===== config.mk =====
export PLATFORM = sky130hd
export DESIGN_NAME = geriyaz_hakem
export DESIGN_NICKNAME = d
export VERILOG_FILES = /design/src/rtl/geriyaz_hakem_pkg.sv /design/src/rtl/geriyaz_hakem_rr_secici.sv /design/src/rtl/geriyaz_hakem.sv
export SDC_FILE = /design/constraint.sdc
export NUM_CORES = 1
export LEC_CHECK = 0
export ABC_AREA = 0
export BUFFER_PORTS_ARGS = -buffer_cell sky130_fd_sc_hd__buf_2
export CAP_MARGIN = 10
export CORE_ASPECT_RATIO = 0.8
export CORE_MARGIN = 3
export CORE_UTILIZATION = 45
export DETAILED_ROUTE_END_ITERATION = 16
export GPL_ROUTABILITY_DRIVEN = 1
export PLACE_DENSITY = 0.77
export RECOVER_POWER = 100
export REMOVE_ABC_BUFFERS = 1
export SLEW_MARGIN = 20
export SYNTH_ARGS = -nofsm -noshare
export SYNTH_HDL_FRONTEND = slang
export SYNTH_SLANG_ARGS = --single-unit

===== constraint.sdc =====
create_clock -name clk_i -period 7.4 [get_ports clk_i]
set_clock_uncertainty 0.2 [all_clocks]
set_input_delay 0.74 -clock clk_i [delete_from_list [all_inputs] [get_ports clk_i]]
set_output_delay 0.74 -clock clk_i [all_outputs]
set_load 0.01 [all_outputs]

===== src/rtl/geriyaz_hakem_pkg.sv =====
// rtl/geriyaz_hakem_pkg.sv - shared widths, requester indices and helpers for the writeback arbiter
package geriyaz_hakem_pkg;

    localparam int VERI_BIT               = 32;
    localparam int YAZMAC_BIT             = 5;
    localparam int UOP_TAG_BIT            = 6;
    localparam int GERIYAZ_ISTEKCI_SAYISI = 4;

    localparam int ISTEKCI_ALU     = 0;
    localparam int ISTEKCI_BELLEK  = 1;
    localparam int ISTEKCI_CARPBOL = 2;
    localparam int ISTEKCI_CSR     = 3;

    // Wait counters are 8 bits wide so any threshold up to 255 fits.
    localparam int SAYAC_BIT = 8;

    function automatic int ptr_genisligi(input int n);
        return (n > 1) ? $clog2(n) : 1;
    endfunction

endpackage


===== src/rtl/geriyaz_hakem_rr_secici.sv =====
// rtl/geriyaz_hakem_rr_secici.sv - round-robin first-one finder: request mask and start pointer to one-hot
module geriyaz_hakem_rr_secici #(
    parameter int N     = 4,
    parameter int PTR_W = (N > 1) ? $clog2(N) : 1
) (
    input  logic [N-1:0]     istek,
    input  logic [PTR_W-1:0] ptr,
    output logic [N-1:0]     secim
);

    int   idx;
    logic bulundu;

    // Scan ptr, ptr+1, ... wrapping at N; the first set bit wins.
    always_comb begin
        secim   = '0;
        bulundu = 1'b0;
        idx     = 0;
        for (int k = 0; k < N; k++) begin
            idx = int'(ptr) + k;
            if (idx >= N) begin
                idx = idx - N;
            end
            if (!bulundu && istek[idx]) begin
                secim[idx] = 1'b1;
                bulundu    = 1'b1;
            end
        end
    end

endmodule


===== src/rtl/geriyaz_hakem.sv =====
// rtl/geriyaz_hakem.sv - register-file writeback port arbiter with round-robin, priority and starvation override
module geriyaz_hakem
    import geriyaz_hakem_pkg::*;
#(
    parameter int ISTEKCI_SAYISI    = GERIYAZ_ISTEKCI_SAYISI,
    parameter int VERI_BIT          = geriyaz_hakem_pkg::VERI_BIT,
    parameter int YAZMAC_BIT        = geriyaz_hakem_pkg::YAZMAC_BIT,
    parameter int ETIKET_BIT        = UOP_TAG_BIT,
    parameter bit ONCELIK_EN        = 1'b1,
    parameter int ONCELIKLI_ISTEKCI = ISTEKCI_BELLEK,
    parameter int ACLIK_SINIRI      = 8
) (
    input  logic                                 clk_i,
    input  logic                                 rst_i,
    input  logic [ISTEKCI_SAYISI-1:0]            istek_gecerli_i,
    output logic [ISTEKCI_SAYISI-1:0]            istek_hazir_o,
    input  logic [ISTEKCI_SAYISI*VERI_BIT-1:0]   istek_veri_i,
    input  logic [ISTEKCI_SAYISI*YAZMAC_BIT-1:0] istek_adres_i,
    input  logic [ISTEKCI_SAYISI*ETIKET_BIT-1:0] istek_etiket_i,
    output logic [VERI_BIT-1:0]                  geriyaz_veri_o,
    output logic [YAZMAC_BIT-1:0]                geriyaz_adres_o,
    output logic [ETIKET_BIT-1:0]                geriyaz_etiket_o,
    output logic                                 geriyaz_gecerli_o,
    output logic [ISTEKCI_SAYISI-1:0]            aclik_o
);

    localparam int N     = ISTEKCI_SAYISI;
    localparam int PTR_W = ptr_genisligi(N);
    localparam logic [SAYAC_BIT-1:0] SINIR = SAYAC_BIT'(ACLIK_SINIRI);

    logic [PTR_W-1:0]     ptr_q;
    logic [SAYAC_BIT-1:0] sayac_q [N];

    logic [N-1:0]          aclik_vec;
    logic [N-1:0]          aclik_aday;
    logic [N-1:0]          rr_secim;
    logic [N-1:0]          aclik_secim;
    logic [N-1:0]          hazir;
    logic                  transfer;
    logic [PTR_W-1:0]      secilen_idx;
    logic [PTR_W-1:0]      ptr_sonraki;
    logic [VERI_BIT-1:0]   secilen_veri;
    logic [YAZMAC_BIT-1:0] secilen_adres;
    logic [ETIKET_BIT-1:0] secilen_etiket;

    always_comb begin
        aclik_vec = '0;
        for (int i = 0; i < N; i++) begin
            aclik_vec[i] = (sayac_q[i] >= SINIR);
        end
    end

    assign aclik_o    = aclik_vec;
    assign aclik_aday = istek_gecerli_i & aclik_vec;

    geriyaz_hakem_rr_secici #(.N(N), .PTR_W(PTR_W)) u_rr_secici (
        .istek (istek_gecerli_i),
        .ptr   (ptr_q),
        .secim (rr_secim)
    );

    // Starved requesters are served lowest index first, so scan from 0.
    geriyaz_hakem_rr_secici #(.N(N), .PTR_W(PTR_W)) u_aclik_secici (
        .istek (aclik_aday),
        .ptr   ('0),
        .secim (aclik_secim)
    );

    always_comb begin
        hazir = '0;
        if (rst_i) begin
            hazir = '0;
        end else if (N == 1) begin
            hazir = istek_gecerli_i;
        end else if (|aclik_aday) begin
            hazir = aclik_secim;
        end else if (ONCELIK_EN && istek_gecerli_i[ONCELIKLI_ISTEKCI]) begin
            hazir[ONCELIKLI_ISTEKCI] = 1'b1;
        end else begin
            hazir = rr_secim;
        end
    end

    assign istek_hazir_o = hazir;
    assign transfer      = |hazir;

    // Grant is one-hot, so a plain priority walk selects the payload.
    always_comb begin
        secilen_idx    = '0;
        secilen_veri   = '0;
        secilen_adres  = '0;
        secilen_etiket = '0;
        for (int i = 0; i < N; i++) begin
            if (hazir[i]) begin
                secilen_idx    = PTR_W'(i);
                secilen_veri   = istek_veri_i[i*VERI_BIT +: VERI_BIT];
                secilen_adres  = istek_adres_i[i*YAZMAC_BIT +: YAZMAC_BIT];
                secilen_etiket = istek_etiket_i[i*ETIKET_BIT +: ETIKET_BIT];
            end
        end
    end

    assign ptr_sonraki = (secilen_idx == PTR_W'(N - 1)) ? '0 : secilen_idx + 1'b1;

    // Writes to x0 still complete the handshake but never reach the register file.
    always_ff @(posedge clk_i) begin
        if (rst_i) begin
            geriyaz_veri_o    <= '0;
            geriyaz_adres_o   <= '0;
            geriyaz_etiket_o  <= '0;
            geriyaz_gecerli_o <= 1'b0;
            ptr_q             <= '0;
        end else begin
            geriyaz_gecerli_o <= transfer && (secilen_adres != '0);
            if (transfer) begin
                geriyaz_veri_o   <= secilen_veri;
                geriyaz_adres_o  <= secilen_adres;
                geriyaz_etiket_o <= secilen_etiket;
                ptr_q            <= ptr_sonraki;
            end
        end
    end

    always_ff @(posedge clk_i) begin
        for (int i = 0; i < N; i++) begin
            if (rst_i || !(istek_gecerli_i[i] && !hazir[i])) begin
                sayac_q[i] <= '0;
            end else if (sayac_q[i] < SINIR) begin
                sayac_q[i] <= sayac_q[i] + 1'b1;
            end
        end
    end

endmodule

### After elaboration in Yosys (flattened, before gate mapping)

Memory sizes are Yosys's and may differ from the RTL's.
Cells that the tools add are included.
W data, S select, Z words.

| word-level totals | value |
|---|---|
| logic and storage cells | 166 |
| memory bits (writable) | 32 |
| flip-flop bits (word level) | 46 |
| memories kept | 1 |
| bits in read-only memories | 0 |
| bits in latches | 0 |

| cells by class | value |
|---|---|
| shift operators | 0 |
| reduce and logical (&&, ||, !) cells | 36 |
| equal/unequal tests | 1 |
| $add $sub $neg | 12 |
| order comparisons | 20 |
| mux-type cells | 83 |
| bitwise gates (word level) | 8 |
| multiply operators | 0 |
| div/mod/pow operators | 0 |

Memories:

| name | depth | bits a word | rd ports | clocked after memory_dff | write ports | RTL line | text |
|---|---|---|---|---|---|---|---|
| sayac_q | 4 | 8 | 4 | 0 | 4 | geriyaz_hakem.sv:32 | `logic [SAYAC_BIT-1:0] sayac_q [N];` |

Operators with widths:

| operator | count |
|---|---|
| $mux W32 | 8 |
| $ge A32 B1 Y1 const B | 4 |
| $lt A32 B4 Y1 const B | 4 |
| $ge A32 B4 Y1 const B | 3 |
| $sub A32 B4 Y32 const B | 3 |
| $mux W1 | 42 |
| $add A8 B1 Y8 const B | 4 |
| $ge A8 B4 Y1 const B | 4 |
| $lt A8 B4 Y1 const B | 4 |
| $mux W8 | 4 |
| $mux W4 | 7 |
| $mux W6 | 4 |
| $mux W5 | 4 |
| $logic_and A1 B1 Y1 | 15 |
| $logic_not A1 Y1 | 14 |
| $or A4 B4 Y4 | 3 |
| $mux W2 | 5 |
| $bmux W1 S2 | 4 |
| $demux W1 S2 | 4 |
| $reduce_or A4 Y1 | 2 |
| $add A2 B2 Y3 const B | 2 |
| $reduce_bool A5 Y1 | 1 |
| $and A4 B4 Y4 | 1 |
| $logic_or A1 B1 Y1 | 4 |
| 7 further kinds | 10 |

### Logic depth before layout (Yosys ltp)

| depth | value |
|---|---|
| word-level depth | 25 |
| gate-level depth with buffers | 12 |
| depth with buffers taken out | 10 |

### Hierarchy

Synthesis repeated with hierarchy kept, for this count alone.

| unflattened totals | value |
|---|---|
| cell total of the unflattened synthesis | 520 |
| area, all modules | 4804.6 um2 |

Modules (own cells, without submodules):

| module | instances | cells an instance | area an instance (um2) |
|---|---|---|---|
| geriyaz_hakem | 1 | 444 | 4088.9 |
| geriyaz_hakem_rr_secici | 2 | 38 | 357.8 |

### Worst setup path after synthesis

Ideal clock, no wire load.

| timing path | value |
|---|---|
| path type | reg-to-output |
| start | register ptr_q[0] |
| end | output istek_hazir_o[3] |
| required time | 6460 ps |
| arrival time | 2761 ps |
| slack | 3699 ps |
| cell stages (with the launch flop) | 10 |
| path through | dfxtp_1 -> inv_2 -> ha_1 -> or3b_1 -> a2111oi_2 -> or2_2 -> a2111o_1 -> nand2_1 -> nor2_1 -> clkbuf_1 |

| on the way | value |
|---|---|
| longest elaborated chain between the ends | 18 |

Ends and longest elaborated chain:

| item | RTL line | text |
|---|---|---|
| start: declaration | geriyaz_hakem.sv:31 | `logic [PTR_W-1:0] ptr_q;` |
| start signal: assignment | geriyaz_hakem.sv:119 | `ptr_q <= ptr_sonraki;` |
| branches (longest 14 deep; another with $sub A32 B4 Y32) | n/a |  |
| $mux W4 (*) | geriyaz_hakem_rr_secici.sv:24 | `if (!bulundu && istek[idx]) begin` |
| $mux W2 (*) | geriyaz_hakem.sv:77 | `end else if (ONCELIK_EN && istek_gecerli_i[ONCELIKLI_ISTEKCI]) begin` |
| $mux W4 (*) | geriyaz_hakem.sv:75 | `end else if (\|aclik_aday) begin` |
| $mux W4 (*) | geriyaz_hakem.sv:71 | `if (rst_i) begin` |
| end: declaration | geriyaz_hakem.sv:16 | `output logic [ISTEKCI_SAYISI-1:0] istek_hazir_o,` |

Every way passes the cells marked *. The select of a mux whose other input is x is not followed.

### Final worst setup path

| timing path | value |
|---|---|
| start | register ptr_q[0] |
| end | register geriyaz_veri_o[8] |

| on the way | value |
|---|---|
| longest elaborated chain between the ends | 22 |

Ends and longest elaborated chain:

| item | RTL line | text |
|---|---|---|
| branches (longest 14 deep; another with $sub A32 B4 Y32) | n/a |  |
| $mux W4 (*) | geriyaz_hakem_rr_secici.sv:24 |  |
| $mux W1 | geriyaz_hakem.sv:77 |  |
| $mux W4 (*) | geriyaz_hakem.sv:75 |  |
| $mux W4 (*) | geriyaz_hakem.sv:71 |  |
| $mux W32 (4 in a row) | geriyaz_hakem.sv:94 | `if (hazir[i]) begin` |
| end signal: assignment | geriyaz_hakem.sv:116 | `geriyaz_veri_o <= secilen_veri;` |
| end: declaration | geriyaz_hakem.sv:20 | `output logic [VERI_BIT-1:0] geriyaz_veri_o,` |

Marked as above.
A chain may end at the register's enable or synchronous reset.

==> reports/metrics.cfg <==
[worst_setup_path]
arrival_ns=6.10
critical-path-top-delay-family=compound AO/OA/AOI/OAI gates
cp_max_fo=25
worstPathRequired_ns=7.43
worst_setup_path_start_kind=flip-flop
end_kind=flip-flop
slowest_delay_ns=1.23
critPathBufInv=2
worst_path_most_repeated_cell=a2111oi_0
worstSetupPathType=reg -> reg
slowest_stage=a21boi_0
crit_chain=inv_1 > ha_1 > or3b_1 > a2111oi_0 > o21ai_0 > a31oi_2 > clkbuf_1 > a21boi_0 > and2_2 > a2111oi_0 > o32ai_1

[placed_design]
dpl_cell_area_um2=6250
io_buffers=229
dp_hpwl_um=12600
gp_congestion=0.937

[clock_tree]
ctsHoldBuffers=0
post_cts_buffers=0
cts_tree=yes
clk_path_buf_depth=2
clkLatencyLatePin_ns=0.35
numCtsBuffers=9
cts_root_buf=clkbuf_16
cts_resized=0
htreeDepth=3
clock-sinks=78
clk_pin_slew_ns=0.06

[floorplanning]
die_h_um=100
num_rows=33
ios=230
dieWidth_um=124
core_um2=10500
initial_core_util_pct=47.5
fp.dieArea_um2=12400

[logic_synthesis]
synth.distinct_cells=71
synth_most_common_cell=dfxtp_1
synth_edf_count=32
syn_inst=528
seq_area_frac_synth_pct=37.6
netlist_area_um2=5000
ys.flop_type=dfxtp_1
synth_warnings=0
ys_async_sr_fraction_pct=0
synthTopCellsByArea=edfxtp_1 19%, dfxtp_1 18%, a32o_1 5.0%
syn_area_per_cell_um2=9.47
yosys.area.top_type_share_pct=19.2
synth_largest_area_cell=edfxtp_1
synth-seq-cells=78
ys_top_cells_by_count=46 x dfxtp_1, 44 x inv_1, 43 x nor2_1

[timing]
timing.fmax_mhz=165
slew_viol_final=88
setup_violations=0
rsz0062_at_grt=no
period_share_pct=82.1
min_period_ns=6.07
tightest_slew_ns=2.73
hold_viol=0
slew_headroom_pct=-81.7
fin_tns_setup_ns=0

[status]
violations=max-capacitance violations, max-slew violations
status=complete, but fails checks

[global_routing]
grt-busiest-layer=met2
antenna_found_initial=0
grtUsageTotal_pct=25.7
grt_pass1_wl_um=25000
grt_max_degree=60
use_met3_pct=6.48
gr-usage-met2_pct=41.0
grt_pass1_vias=5012
grt_overflow=0
globalRouteMet1Util_pct=33.2

[min_path]
worstHoldPathType=reg -> reg

[drt]
first_pass_iters=5
viasPerCell=5.86
wire_per_inst_um=18.6
vias=5270
ant_nets=0
drc=0
drt_iter0_markers=457
routed_wl_um=16700

[pwr]
leakage_nw=2.72
ir_worst_vdd_v=0.000119
cellPowerDensity_nw_per_um2=209
power_mw=1.33

[layout]
area_growth_pct=27.4
fin_nets=945
fin_area_um2=6370
drive_gt1_share_pct=30.8
diodes=0

[flow_run]
cap_violations=4

## tightest hold or removal path: cells and delay by family, from the launching register on
family	cells	cell delay, ns
and+or+nand+nor	1	0.05
DFF	1	0.31
AOI/OAI and AO/OA	1	0.06
## cell type report
type                       count  area, um2
multi-input combinational    383       2710
fill                         971       4160
sequential                    78       1880
tap                          140        175
inverter                      45        169
timing repair buffer         237       1130
clock buffer                  12        278
clock inverter                 4       25.0
## per-stage QoR
stage          std cells  utilization (%)  setup slack (ns)  hold WS, ns
2_1_floorplan        506                -              2.90        0.280
3_3_place_gp         883             59.4              2.54        0.252
3_5_place_dp         883             59.4              2.41        0.264
4_1_cts              899             62.2              2.01        0.273
5_1_grt              899             60.5             0.987        0.308
6_report             899             60.5              1.33        0.279
## registers in the layout, indices dropped and copies added (netlist names)
signal and cells:
geriyaz_veri_o 32, sayac_q 32, geriyaz_etiket_o 6, geriyaz_adres_o 5, ptr_q 2, geriyaz_gecerli_o 1
## report_power, final
group | total (mW) | switching (mW) | internal [mW]
sequential | 0.528 | 0.0303 | 0.498
combinational | 0.358 | 0.211 | 0.147
clock | 0.443 | 0.177 | 0.266
## logic make-up after synthesis
| kind of cell | count (synthesis) | share of synthesized area (%) |
|---|---|---|
| buffers and inverters | 89 | 7.93 |
| AO/OA/AOI/OAI | 191 | 33.3 |
| AND/OR/NAND/NOR | 134 | 12.8 |
| other | 2 | 0.150 |
| multiplexers | 13 | 3.60 |
| flip-flops | 78 | 37.6 |
| XOR/XNOR | 8 | 1.40 |
| adder cells (fa/ha/maj) | 13 | 3.25 |
## final timing paths
kind | startpoint | to | slack, ns | cells after the start
max | ptr_q[0] | geriyaz_veri_o[8] | 1.33 | 11
min | geriyaz_adres_o[1] | geriyaz_adres_o[1] | 0.28 | 2
max reg2reg | ptr_q[0] | geriyaz_veri_o[8] | 1.33 | 11
min reg2reg | geriyaz_adres_o[1] | geriyaz_adres_o[1] | 0.28 | 2
## metal layers
layer  wire length, um  share of wire (%)
met1              6530                 39
met2              7990                 48
met3              1790                 11
met4               429                2.6
met5                 0                  0
## cell usage in the layout (no fill, tap or decap), types with 3 or more instances in the layout
master	Yosys	layout
nor2b_1	5	5
or2_2	3	3
a2111oi_2	15	3
clkbuf_16	0	10
or4_1	4	4
o21a_1	4	4
edfxtp_1	32	32
a32oi_1	7	7
nand2_1	35	34
o32ai_1	24	24
o21ai_0	30	32
nand2b_1	4	4
a21oi_1	13	15
nand3_1	15	15
o221a_2	10	10
a31oi_1	5	5
mux4_2	4	4
a32o_1	25	25
a2111oi_0	5	17
nor3_1	5	4
ha_1	13	13
conb_1	2	24
and3_1	4	4
a22oi_1	3	3
clkbuf_1	22	52
buf_2	10	181
a311o_1	3	3
inv_1	44	45
a221o_1	3	3
buf_4	3	4
dfxtp_1	46	46
a211oi_1	17	17
xnor2_1	4	4
mux2i_1	9	9
nor2_1	43	42
xor2_1	4	4
Power figures use the tool's default switching activity.
